$ cat config.mk
export PLATFORM = sky130hd
export DESIGN_NAME = pwm_compare
export DESIGN_NICKNAME = d
export VERILOG_FILES = /design/src/rtl/pwm_compare.sv
export SDC_FILE = /design/constraint.sdc
export NUM_CORES = 1
export LEC_CHECK = 0
export ABC_AREA = 1
export CAP_MARGIN = 20
export CORE_MARGIN = 10
export CORE_UTILIZATION = 47
export DETAILED_ROUTE_END_ITERATION = 7
export GPL_ROUTABILITY_DRIVEN = 0
export HOLD_SLACK_MARGIN = 0.08
export PLACE_DENSITY = 0.88
export SYNTH_ARGS = -nofsm -noshare
export SYNTH_HDL_FRONTEND = slang
export SYNTH_SLANG_ARGS = --single-unit
$ cat constraint.sdc
create_clock -name clk -period 1.3 [get_ports clk]
set_input_delay 0.13 -clock clk [delete_from_list [all_inputs] [get_ports clk]]
set_output_delay 0.13 -clock clk [all_outputs]
set_load 0.005 [all_outputs]
$ cat src/rtl/pwm_compare.sv
`default_nettype none
// ============================================================================
// Module      : pwm_compare
// Description : PWM comparator with a duty handshake. A new duty value is held
//               pending and applied only at a counter wrap (period boundary).
//               Optional macro PWM_COMPARE_IRQ_EN adds a wrap interrupt
//               (irq_clr input, irq output).
// Revision    : 1.0 - initial release
// ============================================================================
module pwm_compare #(
  parameter int width = 8
) (
  input  logic             clk,
  input  logic             rst,
  input  logic             en,
  input  logic [width-1:0] cnt,
  input  logic [width-1:0] duty_in,
  input  logic             duty_valid,
  output logic             duty_ready,
  output logic             pwm,
  output logic             period_tick
`ifdef PWM_COMPARE_IRQ_EN
  ,
  input  logic             irq_clr,
  output logic             irq
`endif
);

  typedef enum logic [0:0] {
    IDLE    = 1'b0,
    PENDING = 1'b1
  } state_t;

  localparam logic [width-1:0] cnt_max = '1;

  state_t           state;
  state_t           state_next;
  logic [width-1:0] pend_duty;
  logic [width-1:0] active_duty;
  logic             wrap;
  logic             handshake;

  // Next-state logic and ready output; ready is forced low while in reset.
  always_comb begin
    state_next = state;
    duty_ready = 1'b0;
    handshake  = 1'b0;
    wrap       = en && (cnt == cnt_max);
    case (state)
      IDLE: begin
        duty_ready = !rst;
        handshake  = duty_valid && !rst;
        if (handshake) begin
          state_next = PENDING;
        end
      end
      PENDING: begin
        if (wrap) begin
          state_next = IDLE;
        end
      end
      default: state_next = IDLE;
    endcase
  end

  always_ff @(posedge clk) begin
    if (rst) begin
      state <= IDLE;
    end else begin
      state <= state_next;
    end
  end

  // A handshake that coincides with a wrap only captures; the apply happens
  // at the next wrap because the state is still IDLE on this edge.
  always_ff @(posedge clk) begin
    if (rst) begin
      pend_duty   <= '0;
      active_duty <= '0;
      pwm         <= 1'b0;
      period_tick <= 1'b0;
    end else begin
      if (handshake) begin
        pend_duty <= duty_in;
      end
      if ((state == PENDING) && wrap) begin
        active_duty <= pend_duty;
      end
      pwm         <= (cnt < active_duty);
      period_tick <= wrap;
    end
  end

`ifdef PWM_COMPARE_IRQ_EN
  // Set takes priority over clear so a wrap is never lost.
  always_ff @(posedge clk) begin
    if (rst) begin
      irq <= 1'b0;
    end else if (wrap) begin
      irq <= 1'b1;
    end else if (irq_clr) begin
      irq <= 1'b0;
    end
  end
`endif

endmodule
`default_nettype wire

# == Word-level counts from Yosys, hierarchy flattened ==
# Cells that the tools add are included.
# op_classes
magnitude_cmp,1
n_eq_ne,1
n_mux,5
bitwise,1
n_reduce_logical,4
# op_table
op,count
$eq 8x8->1 const B,1
$lt 8x8->1,1
$mux 1,4
$logic_and 1x1->1,3
$pmux 1 s2,1
$logic_not 1->1,1
$not 1->1,1
# totals
ff_bits,19
inputBits,20
out_inout_bits,3

# == Longest topological paths before layout ==
# Gate-level depths: netlist (run 1).
# logic_depth
depth_word,4
depth_mapped,7

# == Least setup slack after synthesis (run 1) ==
# No wires, ideal clock.
# synth_path
path_kind,register -> register
from,reg active_duty[7]
to,reg pwm
arrival_time_ns,0.929
required_time_ns,1.230
slack_ns,0.302
stages_incl_launch_ff,7
n_path_buf,0
path_cell_list,dfxtp_1 -> inv_1 -> ha_1 -> nand2_1 -> nand2_1 -> o21bai_1 -> a21oi_1
# synth_via
elab_chain_len,1
# synth_rtl
item,line,text
"start, declared",39,logic [width-1:0] active_duty;
"start signal, assigned",87,active_duty <= pend_duty;
$lt 8x8->1,89,pwm <= (cnt < active_duty);
"end signal, assigned",89,
"end, declared",20,"output logic pwm,"
# Every way passes these cells.
# A chain may end at the register's enable or synchronous reset.

# == Final worst setup path (run 1) ==
# layout_path
from,reg period_tick
to,out period_tick
# layout_rtl
item,line,text
"start, declared",21,output logic period_tick
"start signal, assigned",90,period_tick <= wrap;
# No word-level cell between the ends.

==> reports/qor.csv, run 1 <==
stage,metric,value,unit
global_route,largest net degree at the start of global routing,18,
outcome,status,finished clean,
critical_path,Buf/Inv on CP,1,
sta,pins over their slew limit,0,
layout,share of post-route cells with drive strength above 1,0.09615,
sta,setup TNS,0,ps
layout,antenna diode count,0,
critical_path,crit path cell chain,clkdlybuf4s50_1,
floorplanning,die width,64.45,um
sta,final hold vios,0,
floorplanning,Core Region,1922,um2
place,Placed Cells,179,
critical_path,Worst Path Arrival,1120,ps
pwr,Max rail drop VDD,665.7,uV
yosys,net count after synthesis,154,
critical_path,CP Max Fanout,1,
drt,Vias per Instance,4.470,
place,Final HPWL DP,1.551,mm
drt,detailed-route via count,818,
global_route,total grt overflow,0,
global_route,GRT Overall Usage,0.1007,
critical_path,CP Capture Type,output port,
sta,Max Freq,799.0,MHz
layout,Area growth syn-to-layout,31.67,%
sta,Slew @ Worst Pin,313.6,ps
clock_network,CTS Buffer Depth,2,
hold_path,WHS Path Cells,3,
critical_path,CP startpoint kind,flop,
global_route,antenna violations before repair,0,
layout,fillers,186,
clock_network,clock latency on the worst-skew pair,300,ps
critical_path,critical path's slowest cell,clkdlybuf4s50_1,
floorplanning,Ports,23,
pwr,PwrDens,888.3,nW/um2
clock_network,cts bufs inserted,3,
drt,DRT iter0 DRCs,17,
clock_network,H-tree depth,1,
hold_path,Hold Path Class,in2reg,
drt,drt pass-1 iters,4,
critical_path,crit-path leading delay family,buffers and inverters,
critical_path,Reg-to-Reg End,pwm,
hold_path,worst hold path endpoint,pend_duty[3],
layout,fin nets,184,
sta,final setup fails,0,
layout,final cell count without fillers,183,
critical_path,number of cells on the worst reg-to-reg path,5,
critical_path,R2R Setup Slk,200,ps
layout,fin area,1222,um2
global_route,number of global-route vias before repair,809,
yosys,register bit count reported by yosys,19,
critical_path,reg2reg start,active_duty[3],
yosys,syn_area_per_cell,7.310,um2
clock_network,hold bufs inserted after CTS,0,
critical_path,critical path data required time,1170,ps
clock_network,"CTS clk-pin slew, worst paths",110,ps
drt,post-route ant nets,0,
place,IO buf count,22,
clock_network,CTS tree,yes,
yosys,Mapped Cells,127,
floorplanning,Initial Util,0.4831,
place,"Cell Area, Placed",1191,um2
clock_network,# clock sinks,19,
drt,detail-routed net length per standard cell,10.49,um
drt,DRC,0,
pwr,P_leak,0.0006050,uW
critical_path,WS Path Type,reg2out,
floorplanning,Die Y,64.45,um
global_route,first-pass GRT wire length,3.346,mm
sta,time the worst path needs with I/O delays and setup,1252,ps
drt,Routed WL,1.919,mm
floorplanning,Rows,16,
clock_network,clock root buffer,clkbuf_4,
sta,hold slack,382.5,ps
sta,period utilisation layout,0.9627,
critical_path,CP peak stage delay,490,ps
hold_path,min-delay src,duty_in[3],
yosys,register area share after synthesis,0.4097,
sta,unrepaired setup endpoints after global routing,false,
clock_network,setup bufs post-CTS,0,
yosys,Yosys cell types,15,
sta,Worst Skew,4.360,ps
pwr,PnR Total Power,1086,uW
sta,relative slew slack,0.7904,
yosys,Synthesis Warnings,0,
floorplanning,die area,4153,um2
yosys,synthesized area,928.4,um2
flow_run,Max-Cap Viols,0,
## logic make-up after synthesis
logic type               share of synthesized area
AO/OA/AOI/OAI                              0.07817
adder cells (fa/ha/maj)                    0.09434
buffers and inverters                      0.09163
flip-flops                                  0.4097
AND/OR/NAND/NOR                             0.3261
## synthesized netlist by cell type
| cell type | n | share of area |
|---|---|---|
| nand4_4 | 1 | 0.023 |
| o21ai_0 | 9 | 0.049 |
| ha_1 | 7 | 0.094 |
| nor2_4 | 2 | 0.024 |
| dfxtp_1 | 19 | 0.41 |
| inv_1 | 12 | 0.049 |
| nor2_2 | 1 | 0.0067 |
| nand3_1 | 1 | 0.0054 |
| inv_2 | 1 | 0.0040 |
| a21oi_1 | 4 | 0.022 |
| o21bai_1 | 1 | 0.0081 |
| nand2_1 | 45 | 0.18 |
| clkbuf_8 | 1 | 0.015 |
| buf_6 | 2 | 0.024 |
| nor2_1 | 21 | 0.085 |
## where the power goes
| group | total (uW) | internal [uW] | switching [uW] |
|---|---|---|---|
| Clock | 306 | 120 | 186 |
| Sequential | 620 | 605 | 15.1 |
| Combinational | 160 | 93.6 | 66.4 |
## sequential cells by signal (all words and copies together) (netlist names)
name	cells
active_duty	8
pend_duty	8
period_tick	1
pwm	1
state	1
## layout by cell type, fill, tap and decap left out, types with 2 or more instances in the layout
| cell type | synthesis | layout |
|---|---|---|
| nand2_1 | 45 | 45 |
| nor2_1 | 21 | 21 |
| clkdlybuf4s50_1 | 0 | 20 |
| dfxtp_1 | 19 | 18 |
| inv_1 | 12 | 12 |
| o21ai_0 | 9 | 9 |
| ha_1 | 7 | 7 |
| buf_4 | 0 | 6 |
| a21oi_1 | 4 | 4 |
| clkbuf_4 | 0 | 3 |
| nor2_4 | 2 | 2 |
## metrics by stage
stage / util / worst slack [ps]
after floorplan: - / 301.7
after global placement: 0.6198 / -75.69
after detailed placement: 0.6198 / -95.38
after CTS: 0.6348 / 37.97
after global routing: 0.6361 / 13.45
final: 0.6361 / 48.47
## worst register-to-register path, stage by stage, from the launching register on
cell and delay (ps):
dfxtp_1 330, inv_1 50, ha_1 290, a21oi_1 160
nand2_1 90, a21oi_1 120
## routing by layer
metal / share of wire / up-vias / GRT usage
met2: 0.48 / 16 / 0.1736
met3: 0.040 / 5 / 0.02749
met1: 0.46 / 346 / 0.1058
met4: 0.023 / 0 / 0.06417
li1: - / 451 / -
met5: 0 / - / 0
## final cells by class
class | count | area, um2 | area share
inverter | 13 | 48.80 | 0.03992
tap | 27 | 33.78 | 0.02764
sequential | 19 | 384.1 | 0.3142
clock buffer | 4 | 26.28 | 0.02149
timing repair buffer | 28 | 266.5 | 0.2180
multi-input combinational | 92 | 462.9 | 0.3787
## worst max path at each step
stage / startpoint / to / slack, ps / cells after the start
3_5_place_dp: cnt[5] / active_duty[0] / -100 / 6
5_1_grt: period_tick / period_tick / 10 / 1
2_1_floorplan: active_duty[7] / pwm / 300 / 6
6_report: period_tick / period_tick / 50 / 1
4_1_cts: pwm / pwm / 40 / 1
3_3_place_gp: cnt[5] / active_duty[3] / -80 / 6
## repair_timing
| item | 4_1_cts | 5_1_grt |
|---|---|---|
| setup endpoints to repair | 1 | 1 |
| gates resized for setup | 3 | 1 |
| endpoints found under the hold margin | 0 | 0 |
Power figures use the tool's default switching activity.
==> run 2, diff against run 1 <==
--- a/config.mk
+++ b/config.mk
@@ -13,6 +13,7 @@
 export GPL_ROUTABILITY_DRIVEN = 0
 export HOLD_SLACK_MARGIN = 0.08
 export PLACE_DENSITY = 0.88
+export SETUP_SLACK_MARGIN = 0.1
 export SYNTH_ARGS = -nofsm -noshare
 export SYNTH_HDL_FRONTEND = slang
 export SYNTH_SLANG_ARGS = --single-unit
==> reports/qor.csv, run 2 (synthesized netlist as in run 1, its figures left out) <==
stage,metric,value,unit
layout,antenna diode count,0,
drt,DRC,0,
pwr,Max rail drop VDD,666.7,uV
clock_network,CTS Buffer Depth,2,
clock_network,# clock sinks,19,
floorplanning,die area,4153,um2
drt,post-route ant nets,0,
pwr,PwrDens,878.1,nW/um2
drt,Routed WL,2.069,mm
layout,most frequent cells in the layout,"45 x nand2_1, 21 x nor2_1, 19 x clkdlybuf4s50_1, 18 x dfxtp_1, 12 x inv_1",
clock_network,clock latency on the worst-skew pair,300,ps
clock_network,"CTS clk-pin slew, worst paths",110,ps
drt,DRT iter0 DRCs,23,
global_route,GRT met3 Usage,0.02749,
sta,Max Freq,859.3,MHz
global_route,met1 GRT Util,0.1058,
sta,final hold vios,0,
critical_path,CP Capture Type,output port,
global_route,total grt overflow,0,
sta,period utilisation layout,0.8952,
critical_path,CP startpoint kind,flop,
global_route,GRT Overall Usage,0.1007,
outcome,status,finished clean,
floorplanning,Initial Util,0.4831,
layout,Multi-input gate area,489.2,um2
clock_network,H-tree depth,1,
floorplanning,Rows,16,
clock_network,setup bufs post-CTS,0,
pwr,PnR Total Power,1092,uW
sta,Slew @ Worst Pin,315.2,ps
clock_network,hold bufs inserted after CTS,0,
drt,drt pass-1 iters,4,
global_route,antenna violations before repair,0,
critical_path,critical path data required time,1170,ps
pwr,P_leak,0.0006098,uW
floorplanning,Ports,23,
drt,detail-routed net length per standard cell,11.24,um
global_route,Top Usage Layer GRT,met2,
place,IO buf count,22,
layout,Storage cell area,384.1,um2
layout,fillers,179,
critical_path,Worst Path Arrival,1030,ps
global_route,number of global-route vias before repair,809,
sta,unrepaired setup endpoints after global routing,true,
global_route,largest net degree at the start of global routing,18,
place,Final HPWL DP,1.551,mm
clock_network,CTS tree,yes,
clock_network,cts bufs inserted,3,
place,Placed Cells,179,
sta,time the worst path needs with I/O delays and setup,1164,ps
layout,"most common cell after layout, fill and taps aside",nand2_1,
critical_path,CP Max Fanout,5,
hold_path,Hold Path Class,in2reg,
drt,detailed-route via count,850,
drt,Vias per Instance,4.620,
global_route,first-pass GRT wire length,3.346,mm
sta,relative slew slack,0.7894,
global_route,GRT met2 Usage,0.1736,
layout,fin nets,185,
layout,final cell count without fillers,184,
layout,share of post-route cells with drive strength above 1,0.1019,
sta,Worst Skew,2.266,ps
critical_path,WS Path Type,reg2out,
clock_network,clock root buffer,clkbuf_4,
sta,pins over their slew limit,0,
floorplanning,die width,64.45,um
sta,final setup fails,0,
layout,biggest regs,"active_duty: 8 flops, pend_duty: 8 flops",
floorplanning,Core Region,1922,um2
layout,Area growth syn-to-layout,33.96,%
floorplanning,Die Y,64.45,um
flow_run,Max-Cap Viols,0,
-- run 2: repair_timing --
item / CTS / global route
gates cloned: 0 / 1
gates resized for setup: 5 / 2
endpoints found under the setup margin: 3 / 5
-- run 2: critical path, cell delays in order, from the launching register on --
cell	delay [ps]
dfxtp_4	420
nor2_1	50
dlygate4sd2_1	260
-- run 2: per-stage QoR --
| stage | setup TNS (ps) | hold WS (ps) | utilization | instance area [um2] | setup WS [ps] |
|---|---|---|---|---|---|
| final | 0 | 384.7 | 0.6471 | 1244 | 136.2 |
| after global routing | 0 | 404.7 | 0.6471 | 1244 | 78.47 |
| after CTS | 0 | 383.5 | 0.6335 | 1217 | 153.4 |
| after detailed placement | -857.2 | 467.1 | 0.6198 | 1191 | -95.38 |
| after global placement | -619.0 | 469.2 | 0.6198 | 1191 | -75.69 |
| after floorplan | 0 | 202.4 | - | 928.4 | 301.7 |
-- run 2: area by class of cell --
cell class,count,area share
clock buffer,4,0.02113
inverter,13,0.03924
multi-input combinational,93,0.3934
sequential,19,0.3089
tap,27,0.02716
timing repair buffer,28,0.2103
-- run 2: worst paths after layout --
check                                     from            to  slack, ps  cells past startpoint
worst max-delay path                     state    duty_ready        140                      2
worst min-delay path                duty_in[3]  pend_duty[3]        380                      3
worst max register to register  active_duty[7]           pwm        190                      6
worst min register to register    pend_duty[2]  pend_duty[2]        490                      2
-- run 2: power by group --
| group | switching, uW | total [uW] | leakage, uW | internal, uW |
|---|---|---|---|---|
| sequential | 17.3 | 622 | 0.000156 | 605 |
| combinational | 70.8 | 164 | 0.000439 | 93.6 |
| clock | 186 | 306 | 0.0000150 | 120 |
-- run 2: layer usage --
layer,vias to the layer above,wire length [um]
met4,0,44
met1,370,914
met2,20,1020
met5,-,0
met3,5,88
li1,455,-
==> run 3, diff against run 2 <==
--- a/config.mk
+++ b/config.mk
@@ -11,6 +11,7 @@
 export CORE_UTILIZATION = 47
 export DETAILED_ROUTE_END_ITERATION = 7
 export GPL_ROUTABILITY_DRIVEN = 0
+export GPL_TIMING_DRIVEN = 0
 export HOLD_SLACK_MARGIN = 0.08
 export PLACE_DENSITY = 0.88
 export SETUP_SLACK_MARGIN = 0.1
==> reports/qor.csv, run 3 (synthesized netlist as in run 1, its figures left out) <==
stage,metric,value,unit
layout,"most common cell after layout, fill and taps aside",nand2_1,
pwr,PwrDens,866.5,nW/um2
drt,detail-routed net length per standard cell,11.02,um
sta,period utilisation layout,0.8989,
global_route,antenna violations before repair,0,
sta,Slew @ Worst Pin,204.7,ps
clock_network,"CTS clk-pin slew, worst paths",100,ps
sta,Max Freq,855.8,MHz
hold_path,Hold Path Class,in2reg,
sta,final hold vios,0,
clock_network,H-tree depth,1,
critical_path,WS Path Type,in2reg,
layout,antenna diode count,0,
layout,biggest regs,"active_duty: 8 flops, pend_duty: 8 flops",
critical_path,worst setup path start,rst,
floorplanning,die area,4153,um2
floorplanning,die width,64.45,um
drt,drt pass-1 iters,4,
layout,share of post-route cells with drive strength above 1,0.1076,
sta,pins over their slew limit,0,
floorplanning,Core Region,1922,um2
drt,Vias per Instance,4.638,
floorplanning,Rows,16,
global_route,number of global-route vias before repair,851,
floorplanning,Ports,23,
drt,Metal-1 WL,835,um
floorplanning,Initial Util,0.4831,
drt,met2 wire len,1.086,mm
clock_network,# clock sinks,19,
place,IO buf count,22,
drt,met3 wire len,62,um
sta,unrepaired setup endpoints after global routing,false,
pwr,Max rail drop VDD,703.2,uV
sta,final setup fails,0,
drt,DRT iter0 DRCs,7,
clock_network,cts bufs inserted,3,
drt,post-route ant nets,0,
critical_path,CP Max Fanout,10,
global_route,largest net degree at the start of global routing,11,
global_route,first-pass GRT wire length,3.263,mm
clock_network,hold bufs inserted after CTS,0,
flow_run,Max-Cap Viols,0,
clock_network,clock latency on the worst-skew pair,300,ps
drt,Top Metal Used,met4,
hold_path,min-delay src,duty_in[6],
layout,Area growth syn-to-layout,34.23,%
place,pre-CTS setup slack,-192.6,ps
critical_path,reg2reg start,active_duty[7],
layout,fillers,179,
sta,Worst Skew,3.542,ps
drt,detailed-route via count,858,
layout,most frequent cells in the layout,"45 x nand2_1, 21 x nor2_1, 19 x clkdlybuf4s50_1, 18 x dfxtp_1, 12 x inv_1",
critical_path,CP startpoint kind,input port,
global_route,GRT Overall Usage,0.09664,
floorplanning,Die Y,64.45,um
critical_path,CP Capture Type,flop,
layout,fin nets,186,
sta,hold slack,387.8,ps
layout,Final Util,0.6484,
pwr,P_leak,0.0006109,uW
drt,Routed WL,2.038,mm
clock_network,CTS Buffer Depth,2,
outcome,status,finished clean,
sta,Setup WS post-layout,131.4,ps
critical_path,critical path data required time,1490,ps
clock_network,clock root buffer,clkbuf_4,
place,Final HPWL DP,1.595,mm
sta,time the worst path needs with I/O delays and setup,1169,ps
clock_network,CTS tree,yes,
global_route,total grt overflow,0,
critical_path,Worst Path Arrival,1360,ps
sta,relative slew slack,0.8632,
sta,setup TNS,0,ps
drt,DRC,0,
-- run 3: cell types whose count changed in the layout (fill, tap and decap cells not counted), sizes merged --
cell	before	now
buf	6	7
nand4	2	1
clkbuf	4	5
-- run 3: what timing repair did --
| item | in CTS | in global routing |
|---|---|---|
| setup buffers | 0 | 5 |
| endpoints found under the setup margin | 3 | 9 |
| pin swaps | 0 | 1 |
| gates resized for setup | 5 | 0 |
-- run 3: worst max-delay path: stages --
cell,delay (ps)
clkdlybuf4s50_1,490
inv_2,170
nand2_1,110
nor2_4,220
buf_6,160
o21ai_0,80
-- run 3: path summary, 6_finish.rpt --
check	slack, ps	cells past startpoint	to
min	390	3	pend_duty[6]
max reg2reg	200	6	pwm
max	130	6	pend_duty[4]
min reg2reg	490	2	pend_duty[2]
-- run 3: layout make-up --
cell class	count	area, um2	share of cell area
Timing Repair Buffer	27	254.0	0.2038
Multi-Input combinational cell	92	462.9	0.3715
Clock buffer	4	26.28	0.02108
Inverter	13	48.80	0.03916
Buffer	3	36.28	0.02912
Sequential cell	19	384.1	0.3082
Tap cell	27	33.78	0.02711
-- run 3: where the power goes --
group | switching, uW | leakage, uW | total [uW] | internal, uW
Clock | 176 | 0.0000150 | 296 | 120
Combinational | 69.3 | 0.000440 | 165 | 95.8
Sequential | 14.6 | 0.000156 | 619 | 605
-- run 3: metrics by stage --
stage          power (uW)  std cells  area (um2)
2_1_floorplan       702.1        127       928.4
3_3_place_gp        783.0        176        1182
3_5_place_dp        792.7        176        1182
4_1_cts              1073        180        1209
5_1_grt              1134        185        1246
6_report             1080        185        1246
-- run 3: per-layer routing --
metal,track usage,vias to the layer above
met5,0,-
li1,-,452
met2,0.1798,18
met3,0.02405,7
met1,0.09325,381
met4,0.05882,0
